## config.mk

```make
export PLATFORM = sky130hd
export DESIGN_NAME = key_event_queue
export DESIGN_NICKNAME = d
export VERILOG_FILES = /design/src/rtl/key_pkg.sv /design/src/rtl/key_fifo.sv /design/src/rtl/key_event_queue.sv
export SDC_FILE = /design/constraint.sdc
export NUM_CORES = 1
export LEC_CHECK = 0
export CAP_MARGIN = 25
export CELL_PAD_IN_SITES_DETAIL_PLACEMENT = 1
export CELL_PAD_IN_SITES_GLOBAL_PLACEMENT = 2
export CORE_ASPECT_RATIO = 0.7
export CORE_MARGIN = 4
export CORE_UTILIZATION = 46
export DETAILED_ROUTE_END_ITERATION = 8
export GPL_ROUTABILITY_DRIVEN = 1
export GPL_TIMING_DRIVEN = 0
export PLACE_DENSITY = 0.86
export SKIP_LAST_GASP = 1
export SYNTH_ARGS = -nofsm -noshare
export SYNTH_HDL_FRONTEND = slang
export SYNTH_SLANG_ARGS = --single-unit
```

## constraint.sdc

```tcl
create_clock -name clk -period 7.8 [get_ports clk]
set_input_delay 1.95 -clock clk [delete_from_list [all_inputs] [get_ports clk]]
set_output_delay 1.95 -clock clk [all_outputs]
set_load 0.1 [all_outputs]
```

## src/rtl/key_pkg.sv

```systemverilog
// Shared key-path types and helpers: FSM state encoding plus one-hot
// decode utilities used by the event queue and the upstream edge detector.
package key_pkg;

  localparam int unsigned KEY_W  = 8;
  localparam int unsigned CODE_W = 3;

  typedef enum logic [1:0] {
    IDLE = 2'd0,
    HOLD = 2'd1,
    PUSH = 2'd2
  } state_e;

  // True when exactly one bit of the key bus is set.
  function automatic logic is_onehot(input logic [KEY_W-1:0] k);
    return (k != '0) && ((k & (k - KEY_W'(1))) == '0);
  endfunction

  // Bit position of a one-hot key; result is meaningless for non-one-hot input.
  function automatic logic [CODE_W-1:0] onehot_to_idx(input logic [KEY_W-1:0] k);
    logic [CODE_W-1:0] idx;
    idx = '0;
    for (int unsigned i = 0; i < KEY_W; i++) begin
      if (k[i]) idx = idx | CODE_W'(i);
    end
    return idx;
  endfunction

endpackage

```

## src/rtl/key_fifo.sv

```systemverilog
// Synchronous first-word-fall-through FIFO with a registered head word that
// holds its last value while empty.
module key_fifo #(
  parameter int unsigned WIDTH = 11,
  parameter int unsigned DEPTH = 8
) (
  input  logic                     clk,
  input  logic                     rst,
  input  logic                     push,
  input  logic                     pop,
  input  logic [WIDTH-1:0]         din,
  output logic [WIDTH-1:0]         dout,
  output logic [$clog2(DEPTH):0]   count,
  output logic                     full,
  output logic                     empty
);

  localparam int unsigned PTR_W = $clog2(DEPTH);
  localparam int unsigned CNT_W = PTR_W + 1;

  logic [WIDTH-1:0] mem_q [DEPTH];
  logic [PTR_W-1:0] wr_ptr_q, wr_ptr_d;
  logic [PTR_W-1:0] rd_ptr_q, rd_ptr_d;
  logic [CNT_W-1:0] count_q, count_d;
  logic [WIDTH-1:0] dout_q, dout_d;
  logic             full_q, full_d;
  logic             empty_q, empty_d;
  logic             do_push_c, do_pop_c;

  // A pop frees the slot a full-queue push needs; a pop on empty is dropped.
  always_comb begin
    do_pop_c  = pop && !empty_q;
    do_push_c = push && (!full_q || pop);
    wr_ptr_d  = wr_ptr_q;
    rd_ptr_d  = rd_ptr_q;
    count_d   = count_q;
    dout_d    = dout_q;
    if (do_push_c) wr_ptr_d = wr_ptr_q + PTR_W'(1);
    if (do_pop_c)  rd_ptr_d = rd_ptr_q + PTR_W'(1);
    case ({do_push_c, do_pop_c})
      2'b10:   count_d = count_q + CNT_W'(1);
      2'b01:   count_d = count_q - CNT_W'(1);
      default: count_d = count_q;
    endcase
    // Head register: next stored word, bypassed input, or held value.
    if (do_pop_c) begin
      if (count_q > CNT_W'(1)) dout_d = mem_q[rd_ptr_d];
      else if (do_push_c)      dout_d = din;
    end else if (do_push_c && empty_q) begin
      dout_d = din;
    end
    full_d  = (count_d == CNT_W'(DEPTH));
    empty_d = (count_d == '0);
  end

  always_ff @(posedge clk) begin
    if (do_push_c) mem_q[wr_ptr_q] <= din;
  end

  always_ff @(posedge clk) begin
    if (!rst) begin
      wr_ptr_q <= '0;
      rd_ptr_q <= '0;
      count_q  <= '0;
      dout_q   <= '0;
      full_q   <= 1'b0;
      empty_q  <= 1'b1;
    end else begin
      wr_ptr_q <= wr_ptr_d;
      rd_ptr_q <= rd_ptr_d;
      count_q  <= count_d;
      dout_q   <= dout_d;
      full_q   <= full_d;
      empty_q  <= empty_d;
    end
  end

  assign dout  = dout_q;
  assign count = count_q;
  assign full  = full_q;
  assign empty = empty_q;

endmodule

```

## src/rtl/key_event_queue.sv

```systemverilog
// Times single-key presses in tick units and queues {code, duration} records
// on release for the playback/game logic to drain.
module key_event_queue
  import key_pkg::*;
#(
  parameter int unsigned DEPTH = 8,
  parameter int unsigned DUR_W = 8
) (
  input  logic                   clk,
  input  logic                   rst,
  input  logic [7:0]             key,
  input  logic                   press_pulse,
  input  logic                   tick,
  input  logic                   pop,
  output logic                   valid,
  output logic [2:0]             code,
  output logic [DUR_W-1:0]       dur,
  output logic [$clog2(DEPTH):0] count,
  output logic                   busy,
  output logic                   overflow
);

  localparam int unsigned REC_W = CODE_W + DUR_W;
  localparam logic [DUR_W-1:0] DUR_MAX = '1;

  state_e            state_q, state_d;
  logic [CODE_W-1:0] cur_code_q, cur_code_d;
  logic [DUR_W-1:0]  cur_dur_q, cur_dur_d;
  logic              busy_q, busy_d;
  logic              overflow_q, overflow_d;
  logic              key_match_c;
  logic              fifo_push_c;
  logic              fifo_full;
  logic              fifo_empty;
  logic [REC_W-1:0]  fifo_dout;

  assign key_match_c = (key == (KEY_W'(1) << cur_code_q));

  // State register
  always_ff @(posedge clk) begin
    if (!rst) begin
      state_q    <= IDLE;
      cur_code_q <= '0;
      cur_dur_q  <= '0;
      busy_q     <= 1'b0;
      overflow_q <= 1'b0;
    end else begin
      state_q    <= state_d;
      cur_code_q <= cur_code_d;
      cur_dur_q  <= cur_dur_d;
      busy_q     <= busy_d;
      overflow_q <= overflow_d;
    end
  end

  // Next state and hold-duration counter; ticks on press/release cycles are excluded.
  always_comb begin
    state_d    = state_q;
    cur_code_d = cur_code_q;
    cur_dur_d  = cur_dur_q;
    case (state_q)
      IDLE: begin
        if (press_pulse && is_onehot(key)) begin
          state_d    = HOLD;
          cur_code_d = onehot_to_idx(key);
          cur_dur_d  = '0;
        end
      end
      HOLD: begin
        if (!key_match_c) begin
          state_d = PUSH;
        end else if (tick && (cur_dur_q != DUR_MAX)) begin
          cur_dur_d = cur_dur_q + DUR_W'(1);
        end
      end
      PUSH:    state_d = IDLE;
      default: state_d = IDLE;
    endcase
  end

  // Outputs: record push, busy flag, sticky overflow on a dropped record.
  always_comb begin
    fifo_push_c = 1'b0;
    busy_d      = 1'b0;
    overflow_d  = overflow_q;
    if (state_q == PUSH) begin
      fifo_push_c = 1'b1;
      if (fifo_full && !pop) overflow_d = 1'b1;
    end
    if (state_d != IDLE) busy_d = 1'b1;
  end

  key_fifo #(
    .WIDTH (REC_W),
    .DEPTH (DEPTH)
  ) u_fifo (
    .clk   (clk),
    .rst   (rst),
    .push  (fifo_push_c),
    .pop   (pop),
    .din   ({cur_code_q, cur_dur_q}),
    .dout  (fifo_dout),
    .count (count),
    .full  (fifo_full),
    .empty (fifo_empty)
  );

  assign valid    = ~fifo_empty;
  assign code     = fifo_dout[REC_W-1 -: CODE_W];
  assign dur      = fifo_dout[DUR_W-1:0];
  assign busy     = busy_q;
  assign overflow = overflow_q;

endmodule

```

* After elaboration in Yosys (flattened, before gate mapping)
Memories as Yosys holds them, arrays and structs flattened.
Index checks and enable logic that the tools add are counted.
** Storage, ports and cells
- Flip-flop bits (word level) :: 38
- Memory bits (writable) :: 88
- Input port bits :: 13
- Output and inout bits :: 18
- Word-level logic and storage cells :: 79
- Memories kept :: 1
** Operators by class
- $add $sub $neg :: 6
- $lt $le $gt $ge :: 1
- Eq/ne operators :: 11
- Shift operators :: 1
- Muxes and demuxes :: 24
- Bitwise operators :: 2
- Reduce and logical (&&, ||, !) cells :: 22
** Memory list
- u_fifo.mem_q :: words 8, bits a word 11, read ports 1, clocked after Yosys merged registers in 0, write ports 1, RTL line key_fifo.sv:21 : logic [WIDTH-1:0] mem_q [DEPTH];
** Operator list (count)
- 2-to-1 mux 11 bit :: 4
- 2-to-1 mux 8 bit :: 3
- case mux 8 bit (2 select lines) :: 1
- 2-to-1 mux 3 bit :: 5
- adder 8 x 1 -> 8 bit, second input constant :: 1
- bitwise AND 8 bit :: 1
- equality test 8 bit :: 1
- logical NOT 8 bit :: 1
- 2-to-1 mux 2 bit :: 4
- inequality test 8 bit, second input constant :: 1
- case mux 4 bit (2 select lines) :: 1
- nonzero test 8 bit :: 1
- left shift 1 x 3 -> 8 bit, first input constant :: 1
- subtractor 8 x 1 -> 8 bit, second input constant :: 1
- logical AND 1 bit :: 7
- adder 3 x 1 -> 3 bit, second input constant :: 2
- inequality test 2 bit, second input constant :: 3
- AND reduction 2 bit :: 3
- nonzero test 2 bit :: 3
- 2-to-1 mux 1 bit :: 5
- adder 4 x 1 -> 4 bit, second input constant :: 1
- equality test 2 x 1 -> 1 bit, second input constant :: 2
- equality test 2 bit, second input constant :: 2
- equality test 4 bit, second input constant :: 1
- 10 further kinds :: 12

* Logic depth before layout (Yosys ltp)
Gate-level depths: netlist of run 1.
- Depth in word-level cells :: 9
- Mapped depth :: 10
- Gate-level depth less buffers :: 9

* Modules after synthesis
Synthesis of run 1 repeated with hierarchy kept, for this count alone.
** Second synthesis, totals
- Cells, all modules :: 544
- Area total of the unflattened synthesis :: 6163.4 µm²
** By module, submodules not included
- key_fifo :: instances 1, cells each 425, area each 5181.2 µm², seq. area each 3103.0 µm²
- key_event_queue :: instances 1, cells each 119, area each 982.2 µm², seq. area each 300.3 µm²

* Worst setup path after synthesis of run 1
Ideal clock, no wire load.
- Kind :: input to register
- Start point :: in pop
- End point :: reg u_fifo.empty_q (netlist: u_fifo.empty)
- Setup time :: 70 ps
- Data arrival time :: 3720 ps
- Data required time :: 7730 ps
- Setup slack :: 4010 ps
- Stages on the path :: 10
- Buffers on the path :: 2
- Path through :: nand2b_1 -> nand2b_1 -> clkbuf_1 -> ha_1 -> clkbuf_1 -> nor2_1 -> mux2_2 -> a222oi_1 -> nor2_1 -> a21oi_1
** Between the ends
- Longest elaborated chain between the ends :: 5
- Elaborated cells on any way between the ends :: 7
- Those cells by class :: eq/ne (2); mux (1); reduce/logical (4)
** RTL lines
- from (decl) :: RTL line key_event_queue.sv:14 : input logic pop,
- logical OR 1 bit :: RTL line key_fifo.sv:33 : do_push_c = push && (!full_q || pop);
- logical AND 1 bit :: RTL line key_fifo.sv:33
- equality test 2 x 1 -> 1 bit or equality test 2 bit (tied branches) :: RTL line key_fifo.sv:40 : case ({do_push_c, do_pop_c})
- case mux 4 bit (2 select lines) * :: RTL line key_fifo.sv:40
- logical NOT 4 bit * :: RTL line key_fifo.sv:53 : empty_d = (count_d == '0);
- to (signal assigned) :: RTL line key_fifo.sv:74 : empty_q <= empty_d;
- to (decl) :: RTL line key_fifo.sv:27 : logic empty_q, empty_d;
Mark *: on every way between the ends. The rest lies on a longest branch, timed or not.
A chain may end at the register's enable or synchronous reset.

* Worst setup path in the final report of run 1
Ends and elaborated chain as after synthesis.

==> insert_results.sql, run 1 <==
INSERT INTO impl_metrics (metric_group, metric, value, unit) VALUES
('logic_synthesis', 'syn-cell-area', '5520', 'sq um'),
('clock_tree', 'clock-sinks', '126', ''),
('detailed_routing', 'wire_per_inst', '22.5', 'um'),
('detailed_routing', 'post-route-drc-count', '0', ''),
('grt', 'grt_usage', '21.6', '%'),
('logic_synthesis', 'postSynth.asyncResetShare', '0', '%'),
('floorplanning', 'floorplan.initialDensity', '47.0', '%'),
('floorplanning', 'std_cell_rows', '33', ''),
('cells_and_area', 'num-nets-final', '480', ''),
('detailed_routing', 'vias_per_cell', '5.79', ''),
('setup_path', 'crit_required', '8.14', 'ns'),
('logic_synthesis', 'ys_seq_elements', '126', ''),
('floorplanning', 'placeableCoreArea', '11700', 'sq um'),
('logic_synthesis', 'yosys.area_share.adder', '2.00', '%'),
('cells_and_area', 'fillCellCount', '1160', ''),
('logic_synthesis', 'number_of_warnings_printed_during_yosys_synthesis', '0', ''),
('clock_tree', 'path_clk_slew', '0.06', 'ns'),
('timing', 'report.final.slew_viol_count', '0', ''),
('floorplanning', 'i_o_pin_count', '31', ''),
('setup_path', 'crit_path_start', 'pop', ''),
('timing', 'report.final.setup_viol', '0', ''),
('timing', 'max_freq', '232', 'MHz'),
('logic_synthesis', 'synth_ff_type', 'sky130_fd_sc_hd__edfxtp_1', ''),
('cells_and_area', 'antennaDiodeCount', '0', ''),
('logic_synthesis', 'synth-compound-area-share', '8.07', '%'),
('logic_synthesis', 'synthesis.instances', '404', ''),
('clock_tree', 'insertion_delay', '0.41', 'ns'),
('outcome', 'status', 'complete, no violations', ''),
('detailed_routing', 'route.vias.total', '3640', ''),
('detailed_routing', 'drt.antenna.violating_nets', '0', ''),
('timing', 'final.setup.worst_slack', '3.49', 'ns'),
('clock_tree', 'cts_repair_resize_count', '0', ''),
('setup_path', 'worstPathArrival', '4.65', 'ns'),
('cells_and_area', 'seq_area', '3400', 'sq um'),
('power_and_ir_drop', 'power-per-cell-area', '217', 'nW/um^2'),
('logic_synthesis', 'largest_family_of_logic_cells_by_synthesized_area', 'multiplexers', ''),
('logic_synthesis', 'synthesized_area_fraction_occupied_by_and_or_nand_nor_cells', '12.1', '%'),
('timing', 'fin_setup_tns', '0', 'ns'),
('logic_synthesis', 'synth_xor_area_share', '0.771', '%'),
('clock_tree', 'htree_levels', '4', ''),
('setup_path', 'critical_path.reg2reg.startpoint', 'state_q[0]$_SDFF_PN0_', ''),
('detailed_routing', 'detail_route.iter0.violations', '274', ''),
('place', 'pre_cts_ws', '3.05', 'ns'),
('logic_synthesis', 'synth_cell_type_count', '60', ''),
('clock_tree', 'post_cts_buffers', '0', ''),
('cells_and_area', 'areaGrowthSynthToFinish', '20.0', '%'),
('grt', 'first_global_vias', '3872', ''),
('clock_tree', 'tritoncts', 'built', ''),
('grt', 'grt_antenna_before_repair', '0', ''),
('floorplanning', 'total_die_area', '13800', 'sq um'),
('grt', 'grt_pass1_wl', '22200', 'um'),
('setup_path', 'worst_setup_path_category', 'input pin to register', ''),
('logic_synthesis', 'sequential_fraction_of_the_synthesis_area', '61.7', '%'),
('logic_synthesis', 'synth-edff-count', '88', ''),
('flow_run', 'maxCapViolCount', '0', ''),
('clock_tree', 'cts-root-buf', 'sky130_fd_sc_hd__clkbuf_16', ''),
('clock_tree', 'post_cts_hold_buffer_count', '0', ''),
('hold_path', 'timing.hold.worst.start', 'overflow$_SDFFE_PN0P_', ''),
('timing', 'final_period_utilization', '55.2', '%'),
('timing', 'whs', '0.470', 'ns'),
('grt', 'grt_max_degree', '17', ''),
('floorplanning', 'chipWidth', '139', 'um'),
('cells_and_area', 'area_occupied_by_multi_input_gates', '1960', 'sq um'),
('logic_synthesis', 'synth.area.mux_share', '12.2', '%'),
('floorplanning', 'fp.dieH', '99.6', 'um'),
('setup_path', 'timing.critical_path.from_type', 'input pin', ''),
('clock_tree', 'cts-root-to-sink-buffers', '2', ''),
('place', 'placement.io_buffers', '28', ''),
('timing', 'clock-skew-final', '0.00638', 'ns'),
('power_and_ir_drop', 'highest_ir_drop_seen_on_vdd', '0.153', 'mV'),
('grt', 'overflow', '0', '');
## per-stage QoR
stage / area [sq um] / utilization [%] / total power [mW] / instances
after global placement: 5990 / 51.1 / 0.751 / 589
final: 6620 / 56.5 / 1.44 / 629
after detailed placement: 6080 / 51.8 / 0.752 / 594
after CTS: 6600 / 56.3 / 1.45 / 626
after global routing: 6620 / 56.5 / 1.48 / 629
after floorplan: 5520 / - / 0.738 / 404
## worst paths after layout
| path | endpoint | slack, ns | cells past startpoint |
|---|---|---|---|
| setup / recovery | u_fifo.empty$_SDFF_PN1_ | 3.49 | 11 |
| hold reg to reg | overflow$_SDFFE_PN0P_ | 0.47 | 2 |
| hold / removal | overflow$_SDFFE_PN0P_ | 0.47 | 2 |
| setup reg to reg | u_fifo.empty$_SDFF_PN1_ | 5.13 | 10 |
## worst max-delay path, stage by stage
cell	delay, ns
sky130_fd_sc_hd__clkdlybuf4s50_1	0.44
sky130_fd_sc_hd__nand2b_1	0.20
sky130_fd_sc_hd__nand2b_1	0.08
sky130_fd_sc_hd__clkbuf_1	0.39
sky130_fd_sc_hd__ha_1	0.21
sky130_fd_sc_hd__clkbuf_1	0.35
sky130_fd_sc_hd__nor2_1	0.11
sky130_fd_sc_hd__mux2_2	0.28
sky130_fd_sc_hd__a222oi_1	0.41
sky130_fd_sc_hd__nor2_1	0.09
sky130_fd_sc_hd__a21oi_1	0.14
## state kept, by name, indices dropped and copies added (netlist names)
signal and cells:
busy 1, cur_code_q 3, cur_dur_q 8, overflow 1
state_q 2, u_fifo.count 4, u_fifo.dout 11, u_fifo.empty 1
u_fifo.full 1, u_fifo.mem_q 88, u_fifo.rd_ptr_q 3, u_fifo.wr_ptr_q 3
## cell families (layout without fill, tap and decap cells)
logic type | count (synthesis) | in the layout
buffers and inverters | 35 | 103
AND/OR/NAND/NOR | 130 | 130
flip-flops | 126 | 126
AO/OA/AOI/OAI | 62 | 62
XOR/XNOR | 4 | 4
multiplexers | 38 | 38
adder cells (fa/ha/maj) | 9 | 9
## area by class of cell
| class | instances | area share, % |
|---|---|---|
| inverter | 13 | 0.737 |
| clock buffer | 25 | 7.35 |
| timing repair buffer | 36 | 5.42 |
| multi-input combinational | 243 | 29.6 |
| buffer | 22 | 1.93 |
| clock inverter | 7 | 0.567 |
| sequential | 126 | 51.4 |
| tap | 157 | 2.97 |
## placed cells by master (no fill, tap or decap), types with 13 or more instances in the layout
master / count
sky130_fd_sc_hd__clkbuf_16: 18
sky130_fd_sc_hd__clkdlybuf4s50_1: 28
sky130_fd_sc_hd__edfxtp_1: 88
sky130_fd_sc_hd__clkbuf_1: 17
sky130_fd_sc_hd__dfxtp_1: 38
sky130_fd_sc_hd__nor2_1: 48
sky130_fd_sc_hd__a21oi_1: 14
sky130_fd_sc_hd__mux2_2: 13
sky130_fd_sc_hd__nand2_1: 15
sky130_fd_sc_hd__mux4_2: 22
## cells in the mapped netlist, types with 10 or more instances
cell	n	area share (%)
sky130_fd_sc_hd__dfxtp_1	38	14
sky130_fd_sc_hd__nand3_1	12	1.1
sky130_fd_sc_hd__clkbuf_1	11	0.75
sky130_fd_sc_hd__inv_1	12	0.82
sky130_fd_sc_hd__edfxtp_1	88	48
sky130_fd_sc_hd__a21oi_1	14	1.3
sky130_fd_sc_hd__mux2_2	13	2.7
sky130_fd_sc_hd__nand2b_1	10	1.1
sky130_fd_sc_hd__mux4_2	22	9.0
sky130_fd_sc_hd__nor2_1	48	3.3
sky130_fd_sc_hd__nor3_1	15	1.4
sky130_fd_sc_hd__o221ai_1	11	1.7
sky130_fd_sc_hd__nand2_1	15	1.0
## power by group
group | switching (mW) | internal (mW) | total [mW]
Combinational | 0.0170 | 0.0131 | 0.0300
Sequential | 0.000790 | 0.708 | 0.709
Clock | 0.271 | 0.429 | 0.700
## metal layers
layer | vias up | share of wire [%] | global-route usage, % | routed length [um]
met1 | 1854 | 45 | 29.0 | 6310
met3 | 10 | 6.1 | 5.48 | 866
met4 | 0 | 1.1 | 6.84 | 153
met2 | 100 | 48 | 34.9 | 6800
met5 | - | 0 | 0 | 0
li1 | 1676 | - | - | -
Note: power is estimated with default switching activity, not from simulation.
==> inputs of run 2 (changes only) <==
--- a/config.mk
+++ b/config.mk
@@ -10,11 +10,11 @@
 export CELL_PAD_IN_SITES_GLOBAL_PLACEMENT = 2
 export CORE_ASPECT_RATIO = 0.7
 export CORE_MARGIN = 4
-export CORE_UTILIZATION = 46
+export CORE_UTILIZATION = 42
 export DETAILED_ROUTE_END_ITERATION = 8
 export GPL_ROUTABILITY_DRIVEN = 1
 export GPL_TIMING_DRIVEN = 0
-export PLACE_DENSITY = 0.86
+export PLACE_DENSITY = 0.79
 export SKIP_LAST_GASP = 1
 export SYNTH_ARGS = -nofsm -noshare
 export SYNTH_HDL_FRONTEND = slang
==> constraint.sdc (replaced) <==
create_clock -name clk -period 4.3 [get_ports clk]
set_input_delay 1.075 -clock clk [delete_from_list [all_inputs] [get_ports clk]]
set_output_delay 1.075 -clock clk [all_outputs]
set_load 0.1 [all_outputs]
==> run 2 against run 1 <==
  * Power is 85% higher
  * Clock-buffer cell count is 6 lower
  * Critical path depth stayed put
  * Via count is 0.16% lower
  * Worst hold slack worse by 0.0034 ns
==> insert_results.sql, run 2 (synthesis results as in run 1) <==
INSERT INTO impl_metrics (metric_group, metric, value, unit) VALUES
('clock_tree', 'path_clk_slew', '0.06', 'ns'),
('detailed_routing', 'detailedRoute.firstPassIterationCount', '5', ''),
('setup_path', 'worstPathArrival', '3.91', 'ns'),
('cells_and_area', 'regMostFlops', 'u_fifo.mem_q', ''),
('power_and_ir_drop', 'power.sequential.fraction', '48.2', '%'),
('floorplanning', 'total_die_area', '15100', 'sq um'),
('clock_tree', 'htree_levels', '4', ''),
('power_and_ir_drop', 'switching_share', '21.0', '%'),
('clock_tree', 'cts-root-to-sink-buffers', '2', ''),
('cells_and_area', 'areaGrowthSynthToFinish', '20.6', '%'),
('grt', 'grt_antenna_before_repair', '0', ''),
('clock_tree', 'cts-root-buf', 'sky130_fd_sc_hd__clkbuf_16', ''),
('setup_path', 'critPathTopFamily', 'buffers and inverters', ''),
('cells_and_area', 'layout-drive-gt1-share', '20.6', '%'),
('grt', 'globalRouteMet1Util', '28.1', '%'),
('timing', 'report.final.setup_viol', '0', ''),
('detailed_routing', 'detail_route.iter0.violations', '245', ''),
('clock_tree', 'numCtsBuffers', '17', ''),
('cells_and_area', 'area_occupied_by_multi_input_gates', '1960', 'sq um'),
('setup_path', 'worst_setup_path_category', 'input pin to register', ''),
('setup_path', 'timing.critical_path.from_type', 'input pin', ''),
('hold_path', 'hold_class', 'register to register', ''),
('grt', 'grt-busiest-layer', 'met1', ''),
('timing', 'rsz0062_at_grt', 'false', ''),
('setup_path', 'critical-path-slowest-cell', 'sky130_fd_sc_hd__a222oi_1', ''),
('setup_path', 'worstPathBufferInverterCount', '3', ''),
('grt', 'overflow', '0', ''),
('grt', 'globalRouteMet3Util', '5.10', '%'),
('detailed_routing', 'wire_per_inst', '21.6', 'um'),
('cells_and_area', 'fin_cells', '634', ''),
('grt', 'first_global_vias', '3693', ''),
('detailed_routing', 'route.vias.total', '3634', ''),
('grt', 'grt_pass1_wl', '21500', 'um'),
('cells_and_area', 'layout.cells.most_common_list', '88 x sky130_fd_sc_hd__edfxtp_1, 48 x sky130_fd_sc_hd__nor2_1, 38 x sky130_fd_sc_hd__dfxtp_1', ''),
('power_and_ir_drop', 'comb_power_share', '2.1', '%'),
('grt', 'grt_usage', '18.6', '%'),
('clock_tree', 'post_cts_hold_buffer_count', '0', ''),
('cells_and_area', 'fillCellCount', '1250', ''),
('detailed_routing', 'drt.antenna.violating_nets', '0', ''),
('flow_run', 'maxCapViolCount', '0', ''),
('floorplanning', 'i_o_pin_count', '31', ''),
('clock_tree', 'tritoncts', 'built', ''),
('power_and_ir_drop', 'p_leak', '2.18', 'nW'),
('place', 'gp_congestion', '0.727', ''),
('setup_path', 'critical_path.max_fanout', '10', ''),
('timing', 'final_period_utilization', '83.1', '%'),
('grt', 'use_met2', '27.2', '%'),
('floorplanning', 'chipWidth', '145', 'um'),
('power_and_ir_drop', 'p_int', '2.10', 'mW'),
('detailed_routing', 'post-route-drc-count', '0', ''),
('power_and_ir_drop', 'p_switching', '559', 'uW'),
('power_and_ir_drop', 'pwr-share-clk', '49.7', '%'),
('timing', 'clock-skew-final', '0.0122', 'ns'),
('place', 'hpwlAfterDp', '9550', 'um'),
('floorplanning', 'std_cell_rows', '34', ''),
('setup_path', 'crit_path_cell_trace', 'clkdlybuf4s50_1 -> nand2b_1 -> nand2b_1 -> clkbuf_1 -> ha_1 -> clkbuf_1 -> nor2_1 -> mux2_2 -> a222oi_1 -> nor2_1 -> a21oi_1', ''),
('outcome', 'status', 'complete, no violations', ''),
('place', 'post-place-cells', '599', ''),
('timing', 'worstMarginPinSlew', '0.984', 'ns'),
('cells_and_area', 'mostFrequentLayoutCell', 'sky130_fd_sc_hd__edfxtp_1', ''),
('clock_tree', 'insertion_delay', '0.40', 'ns'),
('grt', 'grt_max_degree', '17', ''),
('timing', 'final_period_minus_worst_setup_slack', '3.57', 'ns'),
('place', 'placement.io_buffers', '28', ''),
('timing', 'maxSlewHeadroom', '34.2', '%'),
('cells_and_area', 'seq_area', '3400', 'sq um'),
('floorplanning', 'fp.dieH', '104', 'um'),
('cells_and_area', 'antennaDiodeCount', '0', ''),
('clock_tree', 'post_cts_buffers', '0', ''),
('cells_and_area', 'postLayoutCellArea', '6650', 'sq um'),
('setup_path', 'max_stage_delay', '0.48', 'ns'),
('timing', 'hold_viol', '0', ''),
('detailed_routing', 'totalWireLength', '13700', 'um'),
('power_and_ir_drop', 'highest_ir_drop_seen_on_vdd', '0.317', 'mV'),
('place', 'postPlaceCellArea', '6080', 'sq um'),
('detailed_routing', 'vias_per_cell', '5.73', ''),
('clock_tree', 'clock-sinks', '126', ''),
('timing', 'max_freq', '280', 'MHz'),
('clock_tree', 'cts_repair_resize_count', '0', ''),
('cells_and_area', 'num-nets-final', '480', ''),
('setup_path', 'cp-end-kind', 'register', ''),
('floorplanning', 'placeableCoreArea', '12600', 'sq um'),
('setup_path', 'crit_required', '4.64', 'ns'),
('floorplanning', 'floorplan.initialDensity', '43.7', '%'),
('power_and_ir_drop', 'power-per-cell-area', '400', 'nW/um^2'),
('timing', 'report.final.slew_viol_count', '0', ''),
('cells_and_area', 'largest_register_ffs', '88', '');
-- run 2: changes by cell type in the layout (fill, tap and decap cells not counted), sizes merged --
cell	before	now
clkinvlp	1	2
clkbuf	36	30
bufinv	0	1
inv	12	14
clkinv	7	9
-- run 2: path summary, 6_finish.rpt --
path,from,end,slack [ns],cells past startpoint
hold reg to reg,overflow$_SDFFE_PN0P_,overflow$_SDFFE_PN0P_,0.47,2
setup / recovery,pop,u_fifo.empty$_SDFF_PN1_,0.73,11
setup reg to reg,state_q[0]$_SDFF_PN0_,u_fifo.empty$_SDFF_PN1_,1.54,10
hold / removal,overflow$_SDFFE_PN0P_,overflow$_SDFFE_PN0P_,0.47,2
-- run 2: power by group through the flow --
| stage | clock network [mW] | registers (mW) | logic, mW |
|---|---|---|---|
| after floorplan | 0 | 1.31 | 0.0286 |
| after global placement | 0 | 1.31 | 0.0536 |
| after detailed placement | 0 | 1.31 | 0.0548 |
| after CTS | 1.35 | 1.28 | 0.0549 |
| after global routing | 1.41 | 1.28 | 0.0596 |
| final | 1.32 | 1.28 | 0.0550 |
-- run 2: layout make-up --
type	instances	share of cell area, %
Buffer	22	1.92
Clock buffer	19	6.51
Clock inverter	13	1.77
Inverter	13	0.734
Multi-Input combinational cell	243	29.5
Sequential cell	126	51.2
Tap cell	162	3.05
Timing Repair Buffer	36	5.34
-- run 2: per-stage QoR --
stage	setup TNS [ns]	hold WS [ns]	setup WS, ns	utilization, %	total power [mW]
detailed placement	0	0.461	0.396	48.1	1.36
floorplan	0	0.482	1.38	-	1.34
global placement	-3.66	0.453	-0.333	47.5	1.36
finish	0	0.466	0.725	52.6	2.66
CTS	0	0.474	0.807	52.5	2.69
global route	0	0.502	0.634	52.6	2.75
-- run 2: per-layer routing --
| metal | vias up | wire length, um | part of all wire [%] |
|---|---|---|---|
| met1 | 1846 | 6820 | 50 |
| met3 | 5 | 679 | 5.0 |
| li1 | 1690 | - | - |
| met5 | - | 0 | 0 |
| met4 | 0 | 34 | 0.25 |
| met2 | 93 | 6160 | 45 |
-- run 2: worst min-delay path: stages (launching register included) --
cell and delay [ns]:
sky130_fd_sc_hd__dfxtp_1 0.32, sky130_fd_sc_hd__nor2_1 0.05, sky130_fd_sc_hd__nor2_1 0.07
